`src/rtl/crossing_decision_filter_if.sv`:
```
// Verdict stream in, filtered crossing decision out.
// Master drives frame verdicts; slave is the filter.
interface crossing_decision_filter_if #(
  parameter int CW     = 17,
  parameter int WINDOW = 8,
  parameter int HW     = 4
);
  logic          det_valid;
  logic          det_crossing;
  logic [CW-1:0] det_white_count;
  logic          clear;
  logic          crossing_confirmed;
  logic          confirm_pulse;
  logic          release_pulse;
  logic [HW-1:0] hit_count;
  logic [WINDOW-1:0] history;
  logic [15:0]   frame_count;
  logic          stale;

  modport master (
    output det_valid, det_crossing, det_white_count, clear,
    input  crossing_confirmed, confirm_pulse, release_pulse,
    input  hit_count, history, frame_count, stale
  );

  modport slave (
    input  det_valid, det_crossing, det_white_count, clear,
    output crossing_confirmed, confirm_pulse, release_pulse,
    output hit_count, history, frame_count, stale
  );
endinterface

```
`src/rtl/crossing_decision_filter.sv`:
```
// K-of-N temporal vote with hysteresis over per-frame crossing verdicts.
// Flushes history on clear or when the camera stops delivering frames.
module crossing_decision_filter #(
  parameter int IMG_WIDTH      = 320,
  parameter int IMG_HEIGHT     = 240,
  parameter int WINDOW         = 8,
  parameter int CONFIRM_K      = 6,
  parameter int RELEASE_K      = 2,
  parameter int MIN_WHITE      = 3840,
  parameter int TIMEOUT_CYCLES = 2000000
) (
  input logic clk,
  input logic rst,
  crossing_decision_filter_if.slave bus
);
  localparam int CW = $clog2(IMG_WIDTH * IMG_HEIGHT);
  localparam int HW = $clog2(WINDOW + 1);
  localparam int TW_RAW = $clog2(TIMEOUT_CYCLES + 1);
  localparam int TW = (TW_RAW < 1) ? 1 : TW_RAW;
  localparam int TO_M1 = (TIMEOUT_CYCLES > 0) ? TIMEOUT_CYCLES - 1 : 0;
  localparam bit TO_EN = (TIMEOUT_CYCLES > 0);

  localparam logic [CW-1:0] MIN_W  = CW'(MIN_WHITE);
  localparam logic [HW-1:0] CONF_K = HW'(CONFIRM_K);
  localparam logic [HW-1:0] REL_K  = HW'(RELEASE_K);
  localparam logic [TW-1:0] TO_MAX = TW'(TIMEOUT_CYCLES);
  localparam logic [TW-1:0] TO_FIRE = TW'(TO_M1);

  if (!(WINDOW >= 2 && RELEASE_K < CONFIRM_K && CONFIRM_K <= WINDOW))
  begin : g_bad_params
    $error("crossing_decision_filter: illegal WINDOW/CONFIRM_K/RELEASE_K");
  end

  typedef enum logic {S_IDLE = 1'b0, S_CONF = 1'b1} state_t;

  state_t            state_q, state_d;
  logic [WINDOW-1:0] history_q, history_d;
  logic [HW-1:0]     hit_count_q, hit_count_d;
  logic [15:0]       frame_count_q, frame_count_d;
  logic [TW-1:0]     idle_q, idle_d;
  logic              stale_q, stale_d;
  logic              upd_q, upd_d;
  logic              confirm_q, confirm_d;
  logic              release_q, release_d;

  logic hit;
  logic accept;
  logic to_fire;
  logic flush;

  always_comb begin
    hit     = bus.det_crossing && (bus.det_white_count >= MIN_W);
    accept  = bus.det_valid && !bus.clear;
    to_fire = TO_EN && !bus.det_valid && !bus.clear && (idle_q == TO_FIRE);
    flush   = bus.clear || to_fire;

    state_d       = state_q;
    history_d     = history_q;
    hit_count_d   = hit_count_q;
    frame_count_d = frame_count_q;
    idle_d        = idle_q;
    stale_d       = stale_q;
    upd_d         = 1'b0;
    confirm_d     = 1'b0;
    release_d     = 1'b0;

    // A live camera keeps the stall counter at zero, even on a dropped frame.
    if (bus.det_valid) begin
      idle_d = '0;
    end else if (TO_EN && idle_q != TO_MAX) begin
      idle_d = idle_q + 1'b1;
    end

    if (flush) begin
      history_d   = '0;
      hit_count_d = '0;
      state_d     = S_IDLE;
      release_d   = (state_q == S_CONF);
      if (to_fire) begin
        stale_d = 1'b1;
      end
    end else begin
      if (accept) begin
        history_d     = {history_q[WINDOW-2:0], hit};
        hit_count_d   = hit_count_q + HW'(hit) - HW'(history_q[WINDOW-1]);
        frame_count_d = frame_count_q + 16'd1;
        stale_d       = 1'b0;
        upd_d         = 1'b1;
      end
      if (upd_q) begin
        unique case (state_q)
          S_IDLE: begin
            if (hit_count_q >= CONF_K) begin
              state_d   = S_CONF;
              confirm_d = 1'b1;
            end
          end
          S_CONF: begin
            if (hit_count_q <= REL_K) begin
              state_d   = S_IDLE;
              release_d = 1'b1;
            end
          end
        endcase
      end
    end
  end

  always_ff @(posedge clk or posedge rst) begin
    if (rst) begin
      state_q       <= S_IDLE;
      history_q     <= '0;
      hit_count_q   <= '0;
      frame_count_q <= '0;
      idle_q        <= '0;
      stale_q       <= 1'b0;
      upd_q         <= 1'b0;
      confirm_q     <= 1'b0;
      release_q     <= 1'b0;
    end else begin
      state_q       <= state_d;
      history_q     <= history_d;
      hit_count_q   <= hit_count_d;
      frame_count_q <= frame_count_d;
      idle_q        <= idle_d;
      stale_q       <= stale_d;
      upd_q         <= upd_d;
      confirm_q     <= confirm_d;
      release_q     <= release_d;
    end
  end

  assign bus.crossing_confirmed = (state_q == S_CONF);
  assign bus.confirm_pulse      = confirm_q;
  assign bus.release_pulse      = release_q;
  assign bus.hit_count          = hit_count_q;
  assign bus.history            = history_q;
  assign bus.frame_count        = frame_count_q;
  assign bus.stale              = stale_q;
endmodule

```
`src/flat_wrapper.sv`:
```
// flat-port wrapper written by rule: the top's interface ports become plain ports
module crossing_decision_filter_flat 
#(
  parameter int IMG_WIDTH      = 320,
  parameter int IMG_HEIGHT     = 240,
  parameter int WINDOW         = 8,
  parameter int CONFIRM_K      = 6,
  parameter int RELEASE_K      = 2,
  parameter int MIN_WHITE      = 3840,
  parameter int TIMEOUT_CYCLES = 2000000
)
  (clk, rst, bus_det_valid, bus_det_crossing, bus_det_white_count, bus_clear, bus_crossing_confirmed, bus_confirm_pulse, bus_release_pulse, bus_hit_count, bus_history, bus_frame_count, bus_stale);
  crossing_decision_filter_if #(.CW((17)), .WINDOW(WINDOW), .HW((4))) bus_i ();
  input logic clk;
  input logic rst;
  input wire logic [$bits(bus_i.det_valid)-1:0] bus_det_valid;
  input wire logic [$bits(bus_i.det_crossing)-1:0] bus_det_crossing;
  input wire logic [$bits(bus_i.det_white_count)-1:0] bus_det_white_count;
  input wire logic [$bits(bus_i.clear)-1:0] bus_clear;
  output wire logic [$bits(bus_i.crossing_confirmed)-1:0] bus_crossing_confirmed;
  output wire logic [$bits(bus_i.confirm_pulse)-1:0] bus_confirm_pulse;
  output wire logic [$bits(bus_i.release_pulse)-1:0] bus_release_pulse;
  output wire logic [$bits(bus_i.hit_count)-1:0] bus_hit_count;
  output wire logic [$bits(bus_i.history)-1:0] bus_history;
  output wire logic [$bits(bus_i.frame_count)-1:0] bus_frame_count;
  output wire logic [$bits(bus_i.stale)-1:0] bus_stale;
  assign bus_i.det_valid = bus_det_valid;
  assign bus_i.det_crossing = bus_det_crossing;
  assign bus_i.det_white_count = bus_det_white_count;
  assign bus_i.clear = bus_clear;
  assign bus_crossing_confirmed = bus_i.crossing_confirmed;
  assign bus_confirm_pulse = bus_i.confirm_pulse;
  assign bus_release_pulse = bus_i.release_pulse;
  assign bus_hit_count = bus_i.hit_count;
  assign bus_history = bus_i.history;
  assign bus_frame_count = bus_i.frame_count;
  assign bus_stale = bus_i.stale;
  crossing_decision_filter #(.IMG_WIDTH(IMG_WIDTH), .IMG_HEIGHT(IMG_HEIGHT), .WINDOW(WINDOW), .CONFIRM_K(CONFIRM_K), .RELEASE_K(RELEASE_K), .MIN_WHITE(MIN_WHITE), .TIMEOUT_CYCLES(TIMEOUT_CYCLES)) u_core (.clk(clk), .rst(rst), .bus(bus_i));
endmodule
```
`config.mk`:
```
export PLATFORM = sky130hd
export DESIGN_NAME = crossing_decision_filter_flat
export DESIGN_NICKNAME = d
export VERILOG_FILES = /design/src/rtl/crossing_decision_filter_if.sv /design/src/rtl/crossing_decision_filter.sv /design/src/flat_wrapper.sv
export SDC_FILE = /design/constraint.sdc
export NUM_CORES = 1
export LEC_CHECK = 0
export CORE_MARGIN = 10
export CORE_UTILIZATION = 51
export DETAILED_ROUTE_END_ITERATION = 12
export GPL_TIMING_DRIVEN = 0
export PLACE_DENSITY = 0.79
export SLEW_MARGIN = 20
export SYNTH_ARGS = -nofsm -noshare
export SYNTH_HDL_FRONTEND = slang
export SYNTH_SLANG_ARGS = --single-unit
```
`constraint.sdc`:
```
create_clock -name clk -period 1.95 [get_ports clk]
set_input_delay 0.4875 -clock clk [delete_from_list [all_inputs] [get_ports clk]]
set_output_delay 0.4875 -clock clk [all_outputs]
set_load 0.005 [all_outputs]
```
==> reports/qor.yml <==
power:
  total_power_w: 0.00242
  power_density_mw_per_mm2: 710
  vdd_ir_drop_max_mv: 0.342
  power.leakage_nw: 1.53
logic_synthesis:
  synth_cells: 250
  synth-simple-area-share: 0.201
  ys_types: 40
  post_synth_instance_area_mm2: 0.00268
  syn-mean-instance-area_um2: 10.7
  combinational_family_with_the_most_area_after_synthesis: "simple AND/OR/NAND/NOR gates"
  synthAdderAreaFrac: 0.0588
  synth-xor-area-share: 0.0915
  synth-compound-area-share: 0.0985
  async_reset_ff_frac: 1.00
  yosysWarnings: 0
  synth.net_count: 284
  yosys-mux-area-fraction: 0.00840
  post_synthesis_sequential_area_ratio: 0.504
  synth_enable_flop_cells: 0
  yosys_most_used_dff: "sky130_fd_sc_hd__dfrtp_1"
  synth.ff_latch_count: 54
cells_and_area:
  n_antenna_cell: 0
  ratio_of_cells_with_drive_above_1_in_the_final_layout: 0.102
  final_cell_area_mm2: 0.00341
  syn2layout_area_growth_pct: 27.1
  final_nets: 337
setup_path:
  critPathMaxStageDelay_ns: 0.41
  regToRegSetupSlack_ns: 0.15
  cp.arrival_ns: 2.09
  crit_end: "u_core.bus.hit_count[2]"
  critPathLaunchType: "input port"
  critPathMaxFanout: 2
  cp_data_required_time_ns: 2.15
  worstSetupStartpoint: "bus_det_white_count[14]"
  cp_cell_sequence: "clkdlybuf4s50_1 -> nor3_2 -> a31oi_2 -> ha_2 -> fa_2 -> xor2_1 -> a22o_1"
  criticalPathCategory: "in2reg"
  crit-reg2reg-capture: "u_core.bus.hit_count[2]"
  critical_path.slowest_cell: "sky130_fd_sc_hd__clkdlybuf4s50_1"
  end_kind: "flop"
  reg2regPathDepth: 5
  timing.rr.start: "u_core.idle_q[12]"
placed_design:
  placed_cell_area_mm2: 0.00323
  pre_cts_ws_ns: -0.380
  dp.final_hpwl_um: 4330
  routability_cong: 0.787
  io_buffer_count: 44
timing:
  final.min_clock_period_ns: 1.89
  clock_skew_ns: 0.00991
  fin_crit_sh: 0.968
  finalMaxSlewViolations: 0
  worst_pin_slew_ns: 0.576
  setup-violations-final: 0
  timing.setup.tns_ns: 0
  max_freq_mhz: 530
  worst_slack_ns: 0.0632
  max_slew_margin: 0.615
  hold_viol: 0
  rsz_0062_raised_after_global_routing: "no"
die:
  dieHeight_um: 92.5
  floorplan.die_area_mm2: 0.00856
  core_region_area_mm2: 0.00511
  start_util: 0.525
  floorplan.rows: 26
  pin_count: 54
  die-width_um: 92.5
grt:
  global_route_wire_length_before_repair_um: 9830
  antenna_found_initial: 0
  grt_use_total: 0.137
  grt_overflow: 0
  grt_start_max_net_pins: 29
  via_count_of_the_first_global_routing_pass: 2012
routing:
  routed_wire_length_per_instance_um: 15.5
  detailedRoute.firstPassIterationCount: 4
  detailroute.via_count: 2087
  antenna_left: 0
  route.detailed.drc: 0
  postRouteWirelength_um: 5780
  drt-initial-drc-count: 138
  via_per_inst: 5.58
clock_network:
  cts_num_sinks: 54
  clk_latency_ns: 0.30
  clock_input_transition_at_the_sequential_cells_of_the_worst_setup_and_hold_paths_ns: 0.10
  cts_buffers: 5
  cts-htree-levels: 2
  tritoncts: "built"
  ctsLongestPathBuffers: 2
  cts-root-buf: "sky130_fd_sc_hd__clkbuf_8"
hold_path:
  holdCritPathClass: "reg2reg"
  cell_depth_of_the_worst_hold_path: 1
job:
  max_cap_violations: 0
outcome:
  status: "completed"
==> stage by stage <==
stage               hold slack, ns  utilization  cells
finish                       0.477        0.667    374
global route                 0.498        0.667    374
CTS                          0.480        0.656    374
detailed placement           0.462        0.632    365
global placement             0.461        0.628    364
floorplan                    0.468            -    250
==> layer usage <==
metal / routed length, um / up-vias / GRT usage
met5: 0 / - / 0
met3: 310 / 13 / 0.0420
met2: 2910 / 42 / 0.231
met4: 108 / 0 / 0.0463
li1: - / 1000 / -
met1: 2450 / 1032 / 0.161
==> flip-flops by register name, summed over array words and instances (netlist names) <==
signal / cells
u_core.bus.release_pulse: 1
u_core.bus.confirm_pulse: 1
u_core.bus.hit_count: 4
u_core.bus.stale: 1
u_core.bus.history: 8
u_core.bus.crossing_confirmed: 1
u_core.upd_q: 1
u_core.idle_q: 21
u_core.bus.frame_count: 16
==> cell usage in the layout, fill, tap and decap left out, types with 3 or more instances in the layout <==
cell type | Yosys | final
sky130_fd_sc_hd__nand3_1 | 19 | 19
sky130_fd_sc_hd__buf_2 | 4 | 4
sky130_fd_sc_hd__clkbuf_8 | 0 | 5
sky130_fd_sc_hd__nor2b_1 | 3 | 3
sky130_fd_sc_hd__nor3_1 | 5 | 3
sky130_fd_sc_hd__inv_1 | 14 | 13
sky130_fd_sc_hd__clkbuf_1 | 3 | 4
sky130_fd_sc_hd__o21ai_0 | 7 | 7
sky130_fd_sc_hd__nand4_1 | 11 | 11
sky130_fd_sc_hd__clkdlybuf4s50_1 | 0 | 36
sky130_fd_sc_hd__nor2_1 | 17 | 16
sky130_fd_sc_hd__and2_1 | 3 | 3
sky130_fd_sc_hd__a22o_1 | 11 | 11
sky130_fd_sc_hd__xor2_1 | 12 | 12
sky130_fd_sc_hd__and3_1 | 7 | 7
sky130_fd_sc_hd__a31oi_1 | 4 | 3
sky130_fd_sc_hd__and4_1 | 6 | 6
sky130_fd_sc_hd__dfrtp_1 | 54 | 53
sky130_fd_sc_hd__dlymetal6s2s_1 | 0 | 8
sky130_fd_sc_hd__xnor2_1 | 16 | 16
sky130_fd_sc_hd__or3_1 | 3 | 3
sky130_fd_sc_hd__a21oi_1 | 7 | 6
sky130_fd_sc_hd__ha_1 | 11 | 10
sky130_fd_sc_hd__nand2_1 | 9 | 9
==> worst min-delay path by stage <==
stage | endpoint | from
3_5_place_dp | u_core.bus.frame_count[15] | u_core.bus.frame_count[15]
6_report | u_core.bus.frame_count[15] | u_core.bus.frame_count[15]
5_1_grt | u_core.bus.frame_count[15] | u_core.bus.frame_count[15]
2_1_floorplan | u_core.bus.frame_count[15] | u_core.bus.frame_count[15]
3_3_place_gp | u_core.bus.frame_count[15] | u_core.bus.frame_count[15]
4_1_cts | u_core.bus.frame_count[15] | u_core.bus.frame_count[15]
==> cell usage after synthesis, types with 4 or more instances <==
library cell	number	area [um2]
sky130_fd_sc_hd__dfrtp_1	54	1350
sky130_fd_sc_hd__nand3_1	19	95.1
sky130_fd_sc_hd__nor2_1	17	63.8
sky130_fd_sc_hd__xnor2_1	16	140
sky130_fd_sc_hd__inv_1	14	52.6
sky130_fd_sc_hd__xor2_1	12	105
sky130_fd_sc_hd__a22o_1	11	96.3
sky130_fd_sc_hd__ha_1	11	138
sky130_fd_sc_hd__nand4_1	11	68.8
sky130_fd_sc_hd__nand2_1	9	33.8
sky130_fd_sc_hd__a21oi_1	7	35.0
sky130_fd_sc_hd__and3_1	7	43.8
sky130_fd_sc_hd__o21ai_0	7	35.0
sky130_fd_sc_hd__and4_1	6	52.6
sky130_fd_sc_hd__nor3_1	5	25.0
sky130_fd_sc_hd__a31oi_1	4	25.0
sky130_fd_sc_hd__buf_2	4	20.0
==> final cells by class <==
| class | count | area (um2) |
|---|---|---|
| clock inverter | 2 | 37.5 |
| clock buffer | 6 | 72.6 |
| multi-input combinational | 173 | 1270 |
| inverter | 14 | 52.6 |
| sequential | 54 | 1350 |
| fill | 415 | 1700 |
| buffer | 9 | 50.0 |
| tap | 70 | 87.6 |
| timing repair buffer | 46 | 488 |
==> power by group <==
group,internal (W),switching [W]
logic,0.000228,0.000162
registers,0.00119,0.0000972
clock network,0.000383,0.000356
==> critical path: cells and delay by family <==
kind	cells	cell delay, ns
adders and majority gates	2	0.58
buffers and inverters	1	0.41
AOI/OAI and AO/OA	2	0.31
xor gates and xnor gates	1	0.17
and+or+nand+nor	1	0.12
==> cells by family (layout without fill, tap and decap cells) <==
family	after synthesis	in the layout
AND/OR/NAND/NOR	93	93
flip-flops	54	54
AO/OA/AOI/OAI	38	38
XOR/XNOR	28	28
buffers and inverters	23	77
adder cells (fa/ha/maj)	12	12
multiplexers	2	2
==> timing repair <==
item                       4_1_cts  5_1_grt
hold buffers                     0        0
setup endpoints to repair        2       12
pin swaps                        1        6
gates resized for setup          1       17
buffers inserted                 1        0
Power figures use the tool's default switching activity.
